## src/rtl/mmio_pkg.sv

```systemverilog
// ============================================================================
// Module : mmio_pkg
// Brief  : Shared I/O base, register offsets and STATUS bit positions.
// Rev    : 1.0  initial release
// ============================================================================
`default_nettype none

package mmio_pkg;

    localparam logic [7:0]  c_IO_BASE         = 8'hFF;
    localparam logic [15:0] c_OFF_IR_DATA     = 16'h0000;
    localparam logic [15:0] c_OFF_SERVO_POS   = 16'h0001;
    localparam logic [15:0] c_OFF_STATUS      = 16'h0002;
    localparam int          c_STATUS_IR_NEW   = 0;
    localparam int          c_STATUS_PWM      = 1;
    localparam logic [7:0]  c_SERVO_POS_RESET = 8'd128;

endpackage

`default_nettype wire

```

## src/rtl/mmio_bridge_servo_pwm.sv

```systemverilog
// ============================================================================
// Module : servo_pwm
// Brief  : Frame counter and pulse comparator for a 1-2 ms servo pulse.
// Rev    : 1.0  initial release
// ============================================================================
`default_nettype none

module servo_pwm
    import mmio_pkg::*;
#(
    parameter int CLK_HZ = 50000000,
    parameter int PWM_HZ = 50
) (
    input  logic       clk,
    input  logic       rst,
    input  logic [7:0] i_pos,
    output logic       o_pwm
);

    localparam int          c_FRAME = CLK_HZ / PWM_HZ;
    localparam int          c_CNT_W = $clog2(c_FRAME);
    localparam logic [31:0] c_BASE  = 32'(CLK_HZ / 1000);
    localparam logic [31:0] c_STEP  = 32'(CLK_HZ / 255000);

    localparam logic [c_CNT_W-1:0] c_LAST = c_CNT_W'(c_FRAME - 1);

    logic [c_CNT_W-1:0] r_cnt;
    logic [7:0]         r_shadow;
    logic [7:0]         w_pos_eff;
    logic [31:0]        w_thr;

    // The position is sampled at count 0 and held for the whole frame.
    assign w_pos_eff = (r_cnt == '0) ? i_pos : r_shadow;
    assign w_thr     = c_BASE + 32'(w_pos_eff) * c_STEP;

    always_ff @(posedge clk) begin
        if (rst) begin
            r_cnt    <= '0;
            r_shadow <= c_SERVO_POS_RESET;
            o_pwm    <= 1'b0;
        end else begin
            r_cnt    <= (r_cnt == c_LAST) ? '0 : r_cnt + 1'b1;
            r_shadow <= w_pos_eff;
            o_pwm    <= (32'(r_cnt) < w_thr);
        end
    end

endmodule

`default_nettype wire

```

## src/rtl/mmio_bridge.sv

```systemverilog
// ============================================================================
// Module : mmio_bridge
// Brief  : Core-to-RAM/I/O bridge with IR capture and servo register.
//          Servo PWM generator is built only when SERVO_PWM_EN is defined.
// Rev    : 1.0  initial release
// ============================================================================
`default_nettype none

module mmio_bridge #(
    parameter int CLK_HZ = 50000000,
    parameter int PWM_HZ = 50
) (
    input  logic        clk,
    input  logic        rst,
    input  logic [23:0] mem_addr,
    input  logic        write_en,
    input  logic [15:0] data_from_core_to_mem,
    output logic [15:0] data_from_mem,
    output logic [23:0] ram_addr,
    output logic        ram_we,
    output logic [15:0] ram_wdata,
    input  logic [15:0] ram_rdata,
    input  logic [7:0]  ir_in,
    input  logic        ir_strobe,
    output logic        servo_pwm
);

    import mmio_pkg::*;

    logic        w_is_io;
    logic [15:0] w_io_off;
    logic        w_io_wr;
    logic        w_status_rd;
    logic        w_stb_edge;
    logic        w_pwm;
    logic [15:0] w_status;
    logic [15:0] w_io_rdata;

    logic        r_io_sel;
    logic [15:0] r_io_rdata;
    logic [7:0]  r_ir_s1;
    logic [7:0]  r_ir_s2;
    logic        r_stb_s1;
    logic        r_stb_s2;
    logic        r_stb_d;
    logic [7:0]  r_ir_data;
    logic        r_ir_new;
    logic [7:0]  r_servo_pos;

    if (CLK_HZ < 255000 || PWM_HZ < 1) begin : g_bad_cfg
        $error("mmio_bridge: CLK_HZ must be >= 255000 and PWM_HZ >= 1");
    end

    assign w_is_io     = (mem_addr[23:16] == c_IO_BASE);
    assign w_io_off    = mem_addr[15:0];
    assign w_io_wr     = write_en & w_is_io;
    assign w_status_rd = ~write_en & w_is_io & (w_io_off == c_OFF_STATUS);
    assign w_stb_edge  = r_stb_s2 & ~r_stb_d;

    assign ram_addr  = mem_addr;
    assign ram_wdata = data_from_core_to_mem;
    assign ram_we    = write_en & ~w_is_io;

    // Select is registered so the mux lines up with the RAM's 1-cycle latency.
    assign data_from_mem = r_io_sel ? r_io_rdata : ram_rdata;

`ifdef SERVO_PWM_EN
    servo_pwm #(
        .CLK_HZ (CLK_HZ),
        .PWM_HZ (PWM_HZ)
    ) u_servo_pwm (
        .clk   (clk),
        .rst   (rst),
        .i_pos (r_servo_pos),
        .o_pwm (w_pwm)
    );
`else
    assign w_pwm = 1'b0;
`endif

    assign servo_pwm = w_pwm;

    always_comb begin
        w_status                  = '0;
        w_status[c_STATUS_IR_NEW] = r_ir_new;
        w_status[c_STATUS_PWM]    = w_pwm;
        w_io_rdata                = '0;
        case (w_io_off)
            c_OFF_IR_DATA:   w_io_rdata = {8'h00, r_ir_data};
            c_OFF_SERVO_POS: w_io_rdata = {8'h00, r_servo_pos};
            c_OFF_STATUS:    w_io_rdata = w_status;
            default:         w_io_rdata = '0;
        endcase
    end

    always_ff @(posedge clk) begin
        if (rst) begin
            // Selecting the I/O path with zeroed data forces a 0 read after reset.
            r_io_sel    <= 1'b1;
            r_io_rdata  <= '0;
            r_ir_s1     <= '0;
            r_ir_s2     <= '0;
            r_stb_s1    <= 1'b0;
            r_stb_s2    <= 1'b0;
            r_stb_d     <= 1'b0;
            r_ir_data   <= '0;
            r_ir_new    <= 1'b0;
            r_servo_pos <= c_SERVO_POS_RESET;
        end else begin
            r_io_sel   <= w_is_io;
            r_io_rdata <= w_io_rdata;
            r_ir_s1    <= ir_in;
            r_ir_s2    <= r_ir_s1;
            r_stb_s1   <= ir_strobe;
            r_stb_s2   <= r_stb_s1;
            r_stb_d    <= r_stb_s2;

            if (w_stb_edge) begin
                r_ir_data <= r_ir_s2;
            end

            // A new sample beats a coincident STATUS read clear.
            if (w_stb_edge) begin
                r_ir_new <= 1'b1;
            end else if (w_status_rd) begin
                r_ir_new <= 1'b0;
            end

            if (w_io_wr && (w_io_off == c_OFF_SERVO_POS)) begin
                r_servo_pos <= data_from_core_to_mem[7:0];
            end
        end
    end

endmodule

`default_nettype wire

```

## config.mk

```make
export PLATFORM = sky130hd
export DESIGN_NAME = mmio_bridge
export DESIGN_NICKNAME = d
export VERILOG_FILES = /design/src/rtl/mmio_pkg.sv /design/src/rtl/mmio_bridge_servo_pwm.sv /design/src/rtl/mmio_bridge.sv
export SDC_FILE = /design/constraint.sdc
export NUM_CORES = 1
export LEC_CHECK = 0
export ABC_AREA = 1
export CAP_MARGIN = 15
export CORE_UTILIZATION = 42
export CTS_BUF_LIST = sky130_fd_sc_hd__clkbuf_2
export DETAILED_ROUTE_END_ITERATION = 6
export PLACE_DENSITY = 0.95
export SYNTH_ARGS = -nofsm -noshare
export SYNTH_HDL_FRONTEND = slang
export SYNTH_HIERARCHICAL = 1
export SYNTH_SLANG_ARGS = --single-unit
export TNS_END_PERCENT = 10
```

## constraint.sdc

```tcl
create_clock -name clk -period 3.7 [get_ports clk]
set_input_delay 0.925 -clock clk [delete_from_list [all_inputs] [get_ports clk]]
set_output_delay 0.925 -clock clk [all_outputs]
set_load 0.01 [all_outputs]
```

==> reports/metrics.cfg <==
[outcome]
status=completed

[layout]
utilization=0.625
mostFrequentLayoutCell=clkdlybuf4s50_1
register_area_sq_um=901
antenna_cells=0
syn2layout_area_growth_pct=38.9
nNetsFinal=437
num-fill-cells=447
multi_input_area_sq_um=781
drive_gt1_frac=0.0759
layout_common_cells=clkdlybuf4s50_1, nor2_1, dfxtp_1

[clock_network]
clk_pin_slew_ps=190
ctsRootBufferMaster=clkbuf_2
post-cts-setup-buffers=0
cts_tree=built
clk_latency_ps=390
cts.repair.resized=0
clock_sinks=45
cts_buffer_depth=2
h-tree-depth=2
holdBufCountCts=0
cts_buffers=5

[global_route]
grt_max_degree=29
grt_pass1_wl_microns=7170
grt_overflow=0
grt.total_usage=0.170
grt_pass1_vias=1719
antenna_found_initial=0

[placement]
dp_hpwl_microns=3750
io_buffers=108
place_congestion=0.789

[synthesis]
ys_ff_latch=45
synth_top_cell_area_share=0.410
synthesis.area_sq_um=2190
synth_fp_nets=370
yosysTopAreaCell=dfxtp_1
postSynthAreaPerCell_sq_um=7.27
yosys_warnings=6
syn_inst=302
synthTopCellsByArea=dfxtp_1, buf_4, nor2_1
ys_types=22
seq_area_frac_synth=0.410

[timing]
post-route-period-util=0.859
setup_violations=0
setup-tns-final_ps=0
drv_slew=0
relSlewSlack=0.577
max_freq_mhz=315
post-route-min-period_ps=3180
fin_skew_ps=4.33
worst_slew_pin_slew_ps=634
rsz0062_at_grt=no
final-hold-violation-count=0

[power]
power_switching_share=0.244
seq_power_share=0.580
power_density_nw_per_um2=287
vdd_drop_max_mv=0.173
clkPwrFrac=0.208
power_leakage_nw=1.30
p_total_uw=876
combPwrFrac=0.212
p_sw_uw=214
internal-power_uw=662

[min_path]
hold_path_class=reg2reg

[worst_setup_path]
setup.worst_path.class=in2out
required_ps=2770
critPathMaxFanout=3
endpoint_kind=primary output
arrival_ps=2250
worst_setup_path_start_kind=input pin

[floorplanning]
die_area_sq_um=5520
ioPinCount=126
die_w_microns=74.3
rows=25
core_sq_um=4880
die_h_microns=74.3
start_util=0.450

[drt]
via_per_inst=4.36
drc=0
first_iter_violations=62
avgRoutedWirePerCell_microns=10.8
firstDrtPassIters=4
drtAntennaViolNets=0
vias=1901
wl_microns=4690

[flow_run]
max-cap-violations=0

==> logic make-up (layout without fill, tap and decap cells) <==
family,after synthesis,after routing,synth area share
AO/OA/AOI/OAI,19,19,0.0564
AND/OR/NAND/NOR,137,137,0.257
buffers and inverters,92,159,0.234
flip-flops,45,45,0.410
multiplexers,8,8,0.0411
other,1,1,0.00171
==> metrics by stage <==
step	std cells	hold WS [ps]	setup WS, ps	cell area, sq um
global placement	429	390	568	3020
floorplan	302	388	1520	2190
finish	436	415	522	3050
global route	436	439	421	3050
CTS	436	415	515	3050
detailed placement	429	393	513	3020
==> critical path, stage by stage <==
cell and delay, ps:
clkdlybuf4s50_1 500, nand2_1 70, nor2_1 190, a21oi_1 90, clkdlybuf4s50_1 480
==> cell usage after synthesis, drive strengths merged <==
cell type	count
nor2	79
buf	46
dfxtp	45
inv	42
nand2	42
nand3	15
a21oi	9
o21ai	9
mux2	8
clkbuf	3
and2	1
clkinv	1
conb	1
o21bai	1
==> path summary, 6_finish.rpt <==
kind / from / end / slack, ps / cells past startpoint
max: mem_addr[16] / ram_we / 520 / 5
min: r_ir_s1[5] / r_ir_s2[5] / 410 / 2
max reg2reg: r_stb_s2 / r_ir_data[1] / 2200 / 5
min reg2reg: r_ir_s1[5] / r_ir_s2[5] / 410 / 2
==> routing by layer <==
metal | track usage | share of wire | routed length, microns | vias up
met4 | 0.0650 | 0.017 | 78 | 0
met1 | 0.164 | 0.38 | 1800 | 816
li1 | - | - | - | 996
met5 | 0 | 0 | 0 | -
met2 | 0.338 | 0.51 | 2400 | 81
met3 | 0.0461 | 0.089 | 417 | 8
==> area by class of cell <==
class / count / area share
Timing Repair Buffer: 109 / 0.357
Tap cell: 67 / 0.0275
Inverter: 43 / 0.0529
Multi-Input combinational cell: 165 / 0.256
Clock inverter: 1 / 0.00123
Sequential cell: 45 / 0.295
Clock buffer: 6 / 0.00985
==> power by group through the flow <==
| stage | clock network [mW] | registers [mW] | logic [mW] |
|---|---|---|---|
| 6_report | 0.182 | 0.508 | 0.186 |
| 5_1_grt | 0.212 | 0.510 | 0.202 |
| 2_1_floorplan | 0 | 0.513 | 0.0957 |
| 3_3_place_gp | 0 | 0.517 | 0.182 |
| 4_1_cts | 0.187 | 0.508 | 0.187 |
| 3_5_place_dp | 0 | 0.518 | 0.187 |
==> flip-flops by register name (all words and copies together) (netlist names) <==
register     flops
r_ir_new         1
r_stb_d          1
r_stb_s2         1
r_servo_pos      8
r_ir_data        8
r_io_sel         1
r_io_rdata       8
r_ir_s1          8
r_stb_s1         1
r_ir_s2          8
Power figures use the tool's default switching activity.
